===== src/rtl/sprite_pkg.sv =====
// Shared constants and types for the sprite row fetch path.
// Sprites are 15x15 pixels at 2 bits per pixel; pixel value 0 is transparent.
package sprite_pkg;

   localparam int SPRITE_W      = 15;
   localparam int SPRITE_H      = 15;
   localparam int SPRITE_PIXELS = SPRITE_W * SPRITE_H;
   localparam int PIX_W         = 2;
   localparam int COL_W         = 4;

   typedef logic [PIX_W-1:0] pixel_t;

   localparam pixel_t PIX_TRANSPARENT = 2'b00;

   typedef enum logic [1:0] {
      IDLE,
      FETCH,
      DRAIN,
      COMMIT
   } fetch_state_t;

endpackage


===== src/rtl/sprite_line_buffer.sv =====
// Fill buffer written column by column during a fetch, copied whole into the
// display buffer on commit, plus the renderer's registered column read port.
module sprite_line_buffer
   import sprite_pkg::*;
(
   input  logic             Clk,
   input  logic             Reset,
   input  logic             fill_clr,
   input  logic             fill_we,
   input  logic [COL_W-1:0] fill_col,
   input  pixel_t           fill_data,
   input  logic             commit,
   input  logic [COL_W-1:0] pix_col,
   output pixel_t           pix_out,
   output logic             pix_opaque
);

   pixel_t fill    [SPRITE_W];
   pixel_t display [SPRITE_W];
   pixel_t pix_nxt;

   // Columns past the sprite edge read as transparent.
   always_comb begin
      pix_nxt = PIX_TRANSPARENT;
      if (pix_col < COL_W'(SPRITE_W)) begin
         pix_nxt = display[pix_col];
      end
   end

   always_ff @(posedge Clk) begin
      if (Reset) begin
         for (int i = 0; i < SPRITE_W; i++) begin
            fill[i]    <= PIX_TRANSPARENT;
            display[i] <= PIX_TRANSPARENT;
         end
         pix_out    <= PIX_TRANSPARENT;
         pix_opaque <= 1'b0;
      end else begin
         if (fill_clr) begin
            for (int i = 0; i < SPRITE_W; i++) begin
               fill[i] <= PIX_TRANSPARENT;
            end
         end else if (fill_we) begin
            fill[fill_col] <= fill_data;
         end
         // Reads at the commit edge still see the old display row.
         if (commit) begin
            for (int i = 0; i < SPRITE_W; i++) begin
               display[i] <= fill[i];
            end
         end
         pix_out    <= pix_nxt;
         pix_opaque <= (pix_nxt != PIX_TRANSPARENT);
      end
   end

endmodule


===== src/rtl/sprite_row_fetcher.sv =====
// Streams one sprite row from a registered-read sprite RAM into a fill buffer
// and commits it atomically to the display line buffer used by the renderer.
module sprite_row_fetcher
   import sprite_pkg::*;
#(
   parameter int ADDR_W = 8
) (
   input  logic              Clk,
   input  logic              Reset,
   input  logic              start,
   input  logic [3:0]        row,
   output logic              busy,
   output logic              done,
   output logic [ADDR_W-1:0] rd_address,
   input  pixel_t            rd_data,
   input  logic [3:0]        pix_col,
   output pixel_t            pix_out,
   output logic              pix_opaque
);

   fetch_state_t      state, state_nxt;
   logic [COL_W-1:0]  issue_cnt;
   logic [COL_W-1:0]  cap_cnt;
   logic              accept;
   logic              fill_we;
   logic              fill_clr;
   logic              commit;
   logic [ADDR_W-1:0] row_base;

   assign row_base = ADDR_W'(row) * ADDR_W'(SPRITE_W);
   assign busy     = (state != IDLE) || done;

   always_ff @(posedge Clk) begin
      if (Reset) begin
         state <= IDLE;
      end else begin
         state <= state_nxt;
      end
   end

   // The done cycle is spent in IDLE but still counts as busy, so start is held off.
   always_comb begin
      state_nxt = state;
      accept    = 1'b0;
      fill_we   = 1'b0;
      fill_clr  = 1'b0;
      commit    = 1'b0;
      case (state)
         IDLE: begin
            if (start && !done) begin
               accept = 1'b1;
               if (row < COL_W'(SPRITE_H)) begin
                  state_nxt = FETCH;
               end else begin
                  state_nxt = COMMIT;
                  fill_clr  = 1'b1;
               end
            end
         end
         FETCH: begin
            // Read data trails the address by one edge, so capture starts at the second issue.
            fill_we = (issue_cnt >= COL_W'(2));
            if (issue_cnt == COL_W'(SPRITE_W)) begin
               state_nxt = DRAIN;
            end
         end
         DRAIN: begin
            fill_we   = 1'b1;
            state_nxt = COMMIT;
         end
         COMMIT: begin
            commit    = 1'b1;
            state_nxt = IDLE;
         end
         default: state_nxt = IDLE;
      endcase
   end

   always_ff @(posedge Clk) begin
      if (Reset) begin
         rd_address <= '0;
         issue_cnt  <= '0;
         cap_cnt    <= '0;
         done       <= 1'b0;
      end else begin
         done <= commit;
         if (accept && (state_nxt == FETCH)) begin
            rd_address <= row_base;
            issue_cnt  <= COL_W'(1);
            cap_cnt    <= '0;
         end else if ((state == FETCH) && (issue_cnt < COL_W'(SPRITE_W))) begin
            rd_address <= rd_address + ADDR_W'(1);
            issue_cnt  <= issue_cnt + COL_W'(1);
         end
         if (fill_we) begin
            cap_cnt <= cap_cnt + COL_W'(1);
         end
      end
   end

   sprite_line_buffer u_line_buffer (
      .Clk        (Clk),
      .Reset      (Reset),
      .fill_clr   (fill_clr),
      .fill_we    (fill_we),
      .fill_col   (cap_cnt),
      .fill_data  (rd_data),
      .commit     (commit),
      .pix_col    (pix_col),
      .pix_out    (pix_out),
      .pix_opaque (pix_opaque)
   );

endmodule


===== config.mk =====
export PLATFORM = sky130hd
export DESIGN_NAME = sprite_row_fetcher
export DESIGN_NICKNAME = d
export VERILOG_FILES = /design/src/rtl/sprite_pkg.sv /design/src/rtl/sprite_line_buffer.sv /design/src/rtl/sprite_row_fetcher.sv
export SDC_FILE = /design/constraint.sdc
export NUM_CORES = 1
export LEC_CHECK = 0
export ABC_AREA = 1
export BUFFER_PORTS_ARGS = -buffer_cell sky130_fd_sc_hd__buf_2
export CORE_MARGIN = 1.5
export CORE_UTILIZATION = 37
export CTS_CLUSTER_SIZE = 10
export DETAILED_ROUTE_END_ITERATION = 8
export PLACE_DENSITY = 0.58
export SKIP_CTS_REPAIR_TIMING = 1
export SLEW_MARGIN = 20
export SYNTH_ARGS = -nofsm -noshare
export SYNTH_HDL_FRONTEND = slang
export SYNTH_SLANG_ARGS = --single-unit
export TNS_END_PERCENT = 100

===== constraint.sdc =====
create_clock -name Clk -period 3.8 [get_ports Clk]
set_input_delay 1.14 -clock Clk [delete_from_list [all_inputs] [get_ports Clk]]
set_output_delay 1.14 -clock Clk [all_outputs]
set_load 0.005 [all_outputs]

# Yosys cells after proc, flatten, opt, wreduce, memory -nomap -nowiden
# Memories as Yosys holds them, arrays and structs flattened.
# Index checks and enable logic that the tools add are counted.
[classes]
addsub = 3
reduce_logical = 12
n_mul = 1
muxes = 63
magnitude_cmp = 4
n_eq_ne = 5
bitwise_logic = 30
[op_table]
columns = ["operator", "count"]
rows = [
  ["2-bit two-way mux", 35],
  ["1-bit bitwise OR", 30],
  ["1-bit two-way mux", 21],
  ["8-bit two-way mux", 2],
  ["4-bit < comparator, second input constant", 3],
  ["4-bit two-way mux", 3],
  ["4-bit by 1-bit adder with 4-bit output, second input constant", 2],
  ["8-bit by 1-bit adder with 8-bit output, second input constant", 1],
  ["4-bit by 4-bit multiplier with 8-bit output, second input constant", 1],
  ["2-bit one-hot mux with 4 select lines", 1],
  ["2-bit nonzero test", 4],
  ["2-bit by 1-bit == test with 1-bit output, second input constant", 2],
  ["2-bit == test, second input constant", 2],
  ["4-bit == test, second input constant", 1],
  ["4-bit by 2-bit greater-or-equal comparator with 1-bit output, second input constant", 1],
  ["2-bit OR reduction", 2],
  ["1-bit logical AND", 3],
  ["2-bit zero test", 1],
  ["1-bit one-hot mux with 2 select lines", 1],
  ["1-bit zero test", 1],
  ["1-bit logical OR", 1],
]
[word_totals]
regBits = 22
memories = 2
output_inout_bits = 13
ramBits = 60
[memory_table]
columns = ["name", "depth", "word_bits", "read_ports", "rd_clocked_by_memory_dff", "wr", "line_no", "source"]
rows = [
  ["u_line_buffer.display", 15, 2, 1, 0, 15, "sprite_line_buffer.sv:19", "pixel_t display [SPRITE_W];"],
  ["u_line_buffer.fill", 15, 2, 15, 0, 15, "sprite_line_buffer.sv:18", "pixel_t fill [SPRITE_W];"],
]

# Logic depth before layout (Yosys ltp)
# Gate-level depths: netlist of run 1.
[logic_depth]
depth_word = 9
depth_mapped = 15
ltp_nobuf = 15

# Cells and area by module
# From an unflattened synthesis of run 1, not the netlist that was laid out.
[unflattened]
hier_cells = 526
area_unflattened_um2 = 4465.5
[by_module_without_submodules]
columns = ["module", "instances", "area_per_inst_um2", "cells_each", "seq_area_each_um2"]
rows = [
  ["sprite_line_buffer", 1, 2837.7, 291, 1861.8],
  ["sprite_row_fetcher", 1, 1627.8, 235, 380.4],
]

# Worst setup path before layout of run 1
# OpenSTA, ideal clock, no wires.
[synth_path]
kind = "in2reg"
startpoint = "input row[0]"
endpoint = "register rd_address[6]"
slack_ns = 0.513
arrival_time_ns = 3.160
path_stages = 11
required_time_ns = 3.672
path_buffers = 0
setup_time_ns = 0.128
cell_sequence = "fa_1 fa_1 inv_1 fa_1 nand3b_1 nand3_1 nand2_1 nand3_1 nand2_1 nor2_1 nor2_1"
[synth_between]
elab_chain_cells = 7
[synth_lines]
columns = ["element", "line_no", "source"]
rows = [
  ["start: declaration", "sprite_row_fetcher.sv:11", "input logic [3:0] row,"],
  ["4-bit < comparator", "sprite_row_fetcher.sv:52", "if (row < COL_W'(SPRITE_H)) begin"],
  ["2-bit two-way mux", "sprite_row_fetcher.sv:52", ""],
  ["2-bit two-way mux", "sprite_row_fetcher.sv:50", "if (start && !done) begin"],
  ["2-bit one-hot mux with 4 select lines", "sprite_row_fetcher.sv:48", "case (state)"],
  ["2-bit by 1-bit == test with 1-bit output", "sprite_row_fetcher.sv:87", "if (accept && (state_nxt == FETCH)) begin"],
  ["1-bit logical AND", "sprite_row_fetcher.sv:87", ""],
  ["8-bit two-way mux / 2-bit nonzero test (equally long branches)", "--", ""],
  ["end signal: assignment", "sprite_row_fetcher.sv:88", "rd_address <= row_base;"],
  ["end signal: assignment", "sprite_row_fetcher.sv:92", "rd_address <= rd_address + ADDR_W'(1);"],
  ["end: declaration", "sprite_row_fetcher.sv:14", "output logic [ADDR_W-1:0] rd_address,"],
]
# Parallel ways exist; a longest one is shown, timed or not.
# A chain may end at the register's enable or synchronous reset.

# Worst setup path in the final report of run 1
# Ends and elaborated chain as after synthesis.

==> results of run 1 <==
==> final timing paths <==
check | start | to | slack [ps] | depth (start not counted)
max | row[0] | rd_address[6] | 650 | 12
min | cap_cnt[3] | cap_cnt[3] | 530 | 2
max reg2reg | state[1] | rd_address[4] | 1790 | 10
min reg2reg | cap_cnt[3] | cap_cnt[3] | 530 | 2
==> state kept, by name (all words and copies together) (netlist names) <==
| register | count |
|---|---|
| cap_cnt | 4 |
| done | 1 |
| issue_cnt | 4 |
| rd_address | 8 |
| state | 2 |
| u_line_buffer.display | 30 |
| u_line_buffer.fill | 30 |
| u_line_buffer.pix_opaque | 1 |
| u_line_buffer.pix_out | 2 |
==> area by class of cell <==
cell class / count / area, um2
fillers: 1132 / 6540
repair buffers: 27 / 140
clock inverters: 7 / 101
well taps: 143 / 179
clock buffers: 9 / 225
inverters: 84 / 315
flip-flops and latches: 82 / 2240
multi-input cells: 330 / 1780
==> synthesized netlist by cell type, types with 3 or more instances <==
master	count
a21oi_1	16
buf_2	3
clkbuf_1	9
dfxtp_1	22
edfxtp_1	60
fa_1	5
ha_1	23
inv_1	82
nand2_1	97
nand2_2	3
nand2_4	3
nand3_1	33
nand4_1	4
nor2_1	101
nor2_4	4
o21ai_0	16
o22ai_1	6
xor2_1	6
==> layout by cell type (no fill, tap or decap) <==
cell type	instances
edfxtp_1	60
buf_4	2
nor2_4	4
nand2_1	97
inv_6	1
xor2_1	6
nand4_1	4
xnor2_1	1
clkinvlp_4	2
o22ai_1	6
clkinv_4	2
inv_1	82
clkbuf_16	9
nor3_1	2
nand2_4	3
nor4_1	1
a21oi_1	16
nand2_2	3
o211ai_1	2
nand3_1	33
or2_2	2
o21ai_0	16
nand3b_1	2
bufinv_16	2
buf_2	25
ha_1	23
nor2_1	101
fa_1	5
nand3_2	2
inv_2	2
dfxtp_1	22
a21boi_4	1
==> per-stage QoR <==
stage | total power, mW | cells | hold slack, ps
floorplan | 1.74 | 511 | 484
global route | 3.00 | 682 | 558
detailed placement | 1.91 | 666 | 524
finish | 2.82 | 682 | 530
global placement | 1.89 | 666 | 507
CTS | 2.85 | 682 | 534
==> kinds of logic after synthesis <==
kind of cell	after synthesis
AO/OA/AOI/OAI	41
XOR/XNOR	7
adder cells (fa/ha/maj)	28
buffers and inverters	99
flip-flops	82
AND/OR/NAND/NOR	254
==> per-layer routing <==
metal  routed length (um)  GRT usage [%]  up-vias
li1                     -              -     1663
met1                 3780           17.7     1420
met2                 3890           22.8       44
met3                  248           2.92       13
met4                  177           6.33        0
met5                    0              0        -
==> worst max-delay path, stage by stage <==
cell and delay, ps:
buf_2 120, fa_1 530, fa_1 550, inv_1 50, fa_1 390, nand3b_1 190, nand3_1 90, nand2_1 50
nand3_1 70, nand2_1 50, nor2_1 90, nor2_1 40
==> where the power goes <==
group | leakage [nW] | switching, mW | internal, mW | total (mW)
clock network | 0.152 | 0.362 | 0.580 | 0.942
logic | 1.31 | 0.468 | 0.255 | 0.723
registers | 0.801 | 0.0774 | 1.08 | 1.16
==> key figures, run 1 <==
Die
  – Die ar.: 0.0126 mm2
  – Core ar.: 0.0115 mm2
  – Starting Density: 38.3%
  – Die H: 112 um
  – Die X: 112 um
  – # IOs: 26
  – Standard-cell row count: 39

Timing
  – Unrepaired setup endpoints after global routing: no
  – Max-slew violations: 0
  – Final setup vio count: 0
  – Fmax: 0.317 GHz
  – Final hold viol count: 0
  – Final Skew: 7.61 ps
  – Final WS setup: 647 ps
  – Crit path time final: 3150 ps
  – Slew headroom: 59.6%
  – Worst Tran Pin Value: 605 ps
  – Final TNS setup: 0 ps
  – Crit share post-route: 83.0%

Setup path
  – Worst path required time: 4030 ps
  – Crit path max fanout: 3
  – CP endpoint kind: register
  – Crit path kind: in -> reg
  – Setup crit start kind: input pin
  – Arr. time, crit path: 3380 ps

Logic synthesis
  – Number of synthesized flops with an enable pin: 60
  – Cell Area, Synth: 0.00441 mm2
  – Synth area leader: edfxtp_1
  – Yosys reg bits: 82
  – Yosys Warn Count: 0
  – Sequential area share after synthesis: 50.9%
  – Area share of the largest cell type after synthesis: 40.9%
  – Gate Count Post-Synth: 511
  – Top_reg_cell synth: edfxtp_1
  – Post-Synth XOR/XNOR Area: 1.39%
  – Post-Synth Adder-Cell Area: 8.80%
  – Synth Area in Compound Gates: 5.25%
  – Count of cell types in the netlist: 29
  – Mux contribution to synthesized area: 0%
  – Post-synthesis simple-gate area fraction: 24.8%
  – Largest family of logic cells by synthesized area: simple AND/OR/NAND/NOR gates
  – Dominant cells by area after synthesis: edfxtp_1 (41%), dfxtp_1 (10%), nor2_1 (8.6%)
  – Syn Nets: 552
  – Synthesized area per cell: 8.63 um2
  – Post-synth ARST share: 0%

Placement
  – DP Worst Slack: 288 ps
  – HPWL after DPL: 6000 um
  – Buffers on Ports: 25
  – DP Area: 0.00465 mm2
  – Final GP Congestion: 0.780

Layout
  – Layout cells sized above 1: 11.1%
  – Fin area: 0.00498 mm2
  – ANT cells: 0
  – Final nets: 575
  – Area growth syn-to-layout: 12.9%
  – Final Core Density: 43.2%

Drt
  – Routed via count: 3140
  – DRT Pass-1 Iters: 6
  – Via/cell ratio: 4.60
  – Drt initial violations: 157
  – Post-route ant nets: 0
  – Detailed Route WL: 8100 um
  – WL/cell: 11.9 um
  – DRC violations left: 1

Power
  – Cell area power density: 567 mW/mm2
  – Max IR drop VDD: 0.234 mV
  – P_leak: 2.26 nW

Clock tree
  – TritonCTS Buffers: 9
  – Sink Count: 82
  – TritonCTS clock tree: built
  – H-tree lvl count: 3
  – Reg clk slew, reported paths: 60 ps
  – Worst-skew pair later-pin latency: 340 ps
  – Max Root-Sink Buffers: 2
  – Root Buffer: clkbuf_16

Global route
  – Total GRT Usage: 13.9%
  – Number of global-route vias before repair: 2941
  – Total grt overflow: 0
  – First-pass GRT wire length: 13900 um
  – Initial antenna violation count: 0
  – Pin count of the biggest net entering global routing: 31

Outcome
  – Failing checks: design-rule violations
  – Status: complete, but fails checks

Worst hold path
  – Hold WC Path Type: reg -> reg

Job
  – Max-cap viol count: 0
No activity file was read; power rests on OpenSTA's default activity.
==> run 2: changes to the inputs <==
ABC_AREA = 0   (was 1)
PLACE_DENSITY = 0.6   (was 0.58)
clock period = 2.53 ns   (was 3.8 ns; I/O delays follow)
==> key figures, run 2 <==
Outcome
  – Status: complete, but fails checks
  – Failing checks: negative setup slack

Clock tree
  – Reg clk slew, reported paths: 60 ps
  – TritonCTS clock tree: built
  – Root Buffer: clkbuf_16
  – Sink Count: 82
  – H-tree lvl count: 3
  – TritonCTS Buffers: 9
  – Worst-skew pair later-pin latency: 340 ps
  – Max Root-Sink Buffers: 2

Layout
  – Final Core Density: 44.6%
  – Layout cells sized above 1: 23.9%
  – Largest regs: u_line_buffer.display x30, u_line_buffer.fill x30, rd_address x8
  – Area growth syn-to-layout: 16.0%
  – Final-layout fill cell count: 1027
  – Most common cell after layout, fill and taps aside: edfxtp_1
  – Fin area: 0.00490 mm2
  – Final nets: 442
  – Most frequent cells in the layout: edfxtp_1 (60), nor2_1 (42), buf_4 (25)
  – ANT cells: 0

Timing
  – Worst Tran Pin Value: 688 ps
  – Crit path time final: 2720 ps
  – Final setup vio count: 4
  – Final hold viol count: 0
  – Crit share post-route: 107%
  – Max-slew violations: 0
  – Fmax: 0.368 GHz
  – Slew headroom: 54.1%
  – Final WS setup: -188 ps
  – Unrepaired setup endpoints after global routing: yes
  – Final Skew: 10.2 ps

Global route
  – Total grt overflow: 0
  – Pin count of the biggest net entering global routing: 31
  – Initial antenna violation count: 0
  – First-pass GRT wire length: 13400 um
  – Number of global-route vias before repair: 2802
  – Total GRT Usage: 15.0%

Die
  – Standard-cell row count: 38
  – Die ar.: 0.0121 mm2
  – Starting Density: 38.5%
  – # IOs: 26
  – Core ar.: 0.0110 mm2
  – Die X: 110 um
  – Die H: 110 um

Setup path
  – WP buf/inv: 2
  – CP max stage delay: 600 ps
  – Reg2reg start: state[1]
  – Crit path kind: in -> reg
  – Worst path required time: 2760 ps
  – CP top delay family: adder cells
  – Slowest-stage cell, CP: fa_2
  – Instance count on the critical path: 10
  – CP cell instances: buf_6 -> fa_2 -> fa_2 -> inv_2 -> fa_2 -> nor2b_1 -> o21a_1 -> nor2_1 -> xnor2_1 -> o211a_1
  – R2R depth: 6
  – Worst setup path endpoint: rd_address[6]
  – Crit path max fanout: 2
  – Setup crit start kind: input pin
  – CP endpoint kind: register
  – Arr. time, crit path: 2950 ps
  – Critical Path Start: row[0]
  – Reg2reg setup slack: 380 ps
  – CP dominant cell by count: fa_2
  – Worst R2R End: u_line_buffer.fill[12][1]

Drt
  – WL/cell: 14.6 um
  – Routed via count: 2671
  – DRC violations left: 0
  – Via/cell ratio: 4.89
  – Drt initial violations: 124
  – DRT Pass-1 Iters: 4
  – Post-route ant nets: 0
  – Detailed Route WL: 7950 um

Logic synthesis
  – Yosys Warn Count: 0
  – Number of synthesized flops with an enable pin: 60
  – Synthesized area per cell: 11.8 um2
  – Post-synth ARST share: 0%
  – Cell Area, Synth: 0.00423 mm2
  – Sequential area share after synthesis: 53.0%
  – Top_reg_cell synth: edfxtp_1
  – Area share of the largest cell type after synthesis: 42.6%
  – Synth area leader: edfxtp_1
  – Yosys reg bits: 82
  – Syn Nets: 398
  – Gate Count Post-Synth: 357
  – Most frequent cell after synthesis: edfxtp_1
  – Count of cell types in the netlist: 49
  – Dominant cells by area after synthesis: edfxtp_1 (43%), dfxtp_1 (10%), ha_1 (6.8%)
  – Post-synth top cells: edfxtp_1 (60), nor2_1 (43), and2_1 (23), ha_1 (23), dfxtp_1 (22)

Power
  – Cell area power density: 833 mW/mm2
  – P_leak: 1.90 nW
  – Max IR drop VDD: 0.445 mV

Worst hold path
  – Hold WC Path Type: reg -> reg

Placement
  – HPWL after DPL: 6060 um
  – Final GP Congestion: 0.811
  – Buffers on Ports: 25
  – DP Area: 0.00458 mm2

Job
  – Max-cap viol count: 0
-- run 2: cell count changes in the layout (fill, tap and decap cells not counted), sizes merged, moves of 23 or more --
cell and change:
and2 +24, buf +23, inv -69, nand2 -83, nand3 -27, nor2 -62
-- run 2: worst min path at each step --
stage	cells past startpoint	slack, ps	from	to
6_report	2	520	cap_cnt[0]	cap_cnt[0]
4_1_cts	1	520	u_line_buffer.fill[4][0]	u_line_buffer.display[4][0]
2_1_floorplan	2	480	cap_cnt[0]	cap_cnt[0]
3_3_place_gp	1	510	u_line_buffer.fill[3][0]	u_line_buffer.display[3][0]
5_1_grt	1	540	u_line_buffer.fill[8][0]	u_line_buffer.display[8][0]
3_5_place_dp	1	510	u_line_buffer.fill[4][0]	u_line_buffer.display[4][0]
-- run 2: per-stage QoR --
stage                     setup TNS, ps  hold slack, ps  total power [mW]  cells  setup slack [ps]
after CTS                          -659             523              4.10    543              -228
after floorplan                   -1250             480              2.63    357              -366
after global routing               -888             541              4.33    546              -276
final                              -589             516              4.09    546              -188
after global placement            -2200             508              2.88    527              -528
after detailed placement          -2430             509              2.91    527              -585
-- run 2: final cells by class --
cell class                 instances  area (um2)  area share, %
sequential                        82        2240           45.7
multi-input combinational        243        1840           37.5
timing repair buffer              50         325           6.64
clock buffer                      12         236           4.82
tap                              140         175           3.57
inverter                          15        56.3           1.15
clock inverter                     4        27.5          0.562
-- run 2: cell families after synthesis --
logic type,Yosys count,synth area share [%]
compound gates,54,9.06
xor+xnor,12,2.49
fa+ha+maj,28,9.17
buf+inv,32,4.20
flops,82,53.0
mux,15,5.36
simple gates,134,16.7
-- run 2: where the power goes --
part | leakage [nW] | switching, mW | internal, mW
combinational | 0.979 | 0.622 | 0.523
clock | 0.121 | 0.517 | 0.666
sequential | 0.801 | 0.118 | 1.64
-- run 2: per-layer routing --
layer | vias up | global-route usage [%] | wire length [um]
met4 | 0 | 7.51 | 158
met3 | 9 | 4.09 | 279
met5 | - | 0 | 0
li1 | 1349 | - | -
met1 | 1272 | 17.2 | 3430
met2 | 41 | 25.7 | 4080
-- run 2: tightest hold or removal path: cells and delay by family (launching register included) --
kind / cells / cell delay [ps]
DFF: 1 / 350
and+or+nand+nor: 1 / 70
AOI/OAI and AO/OA: 1 / 50
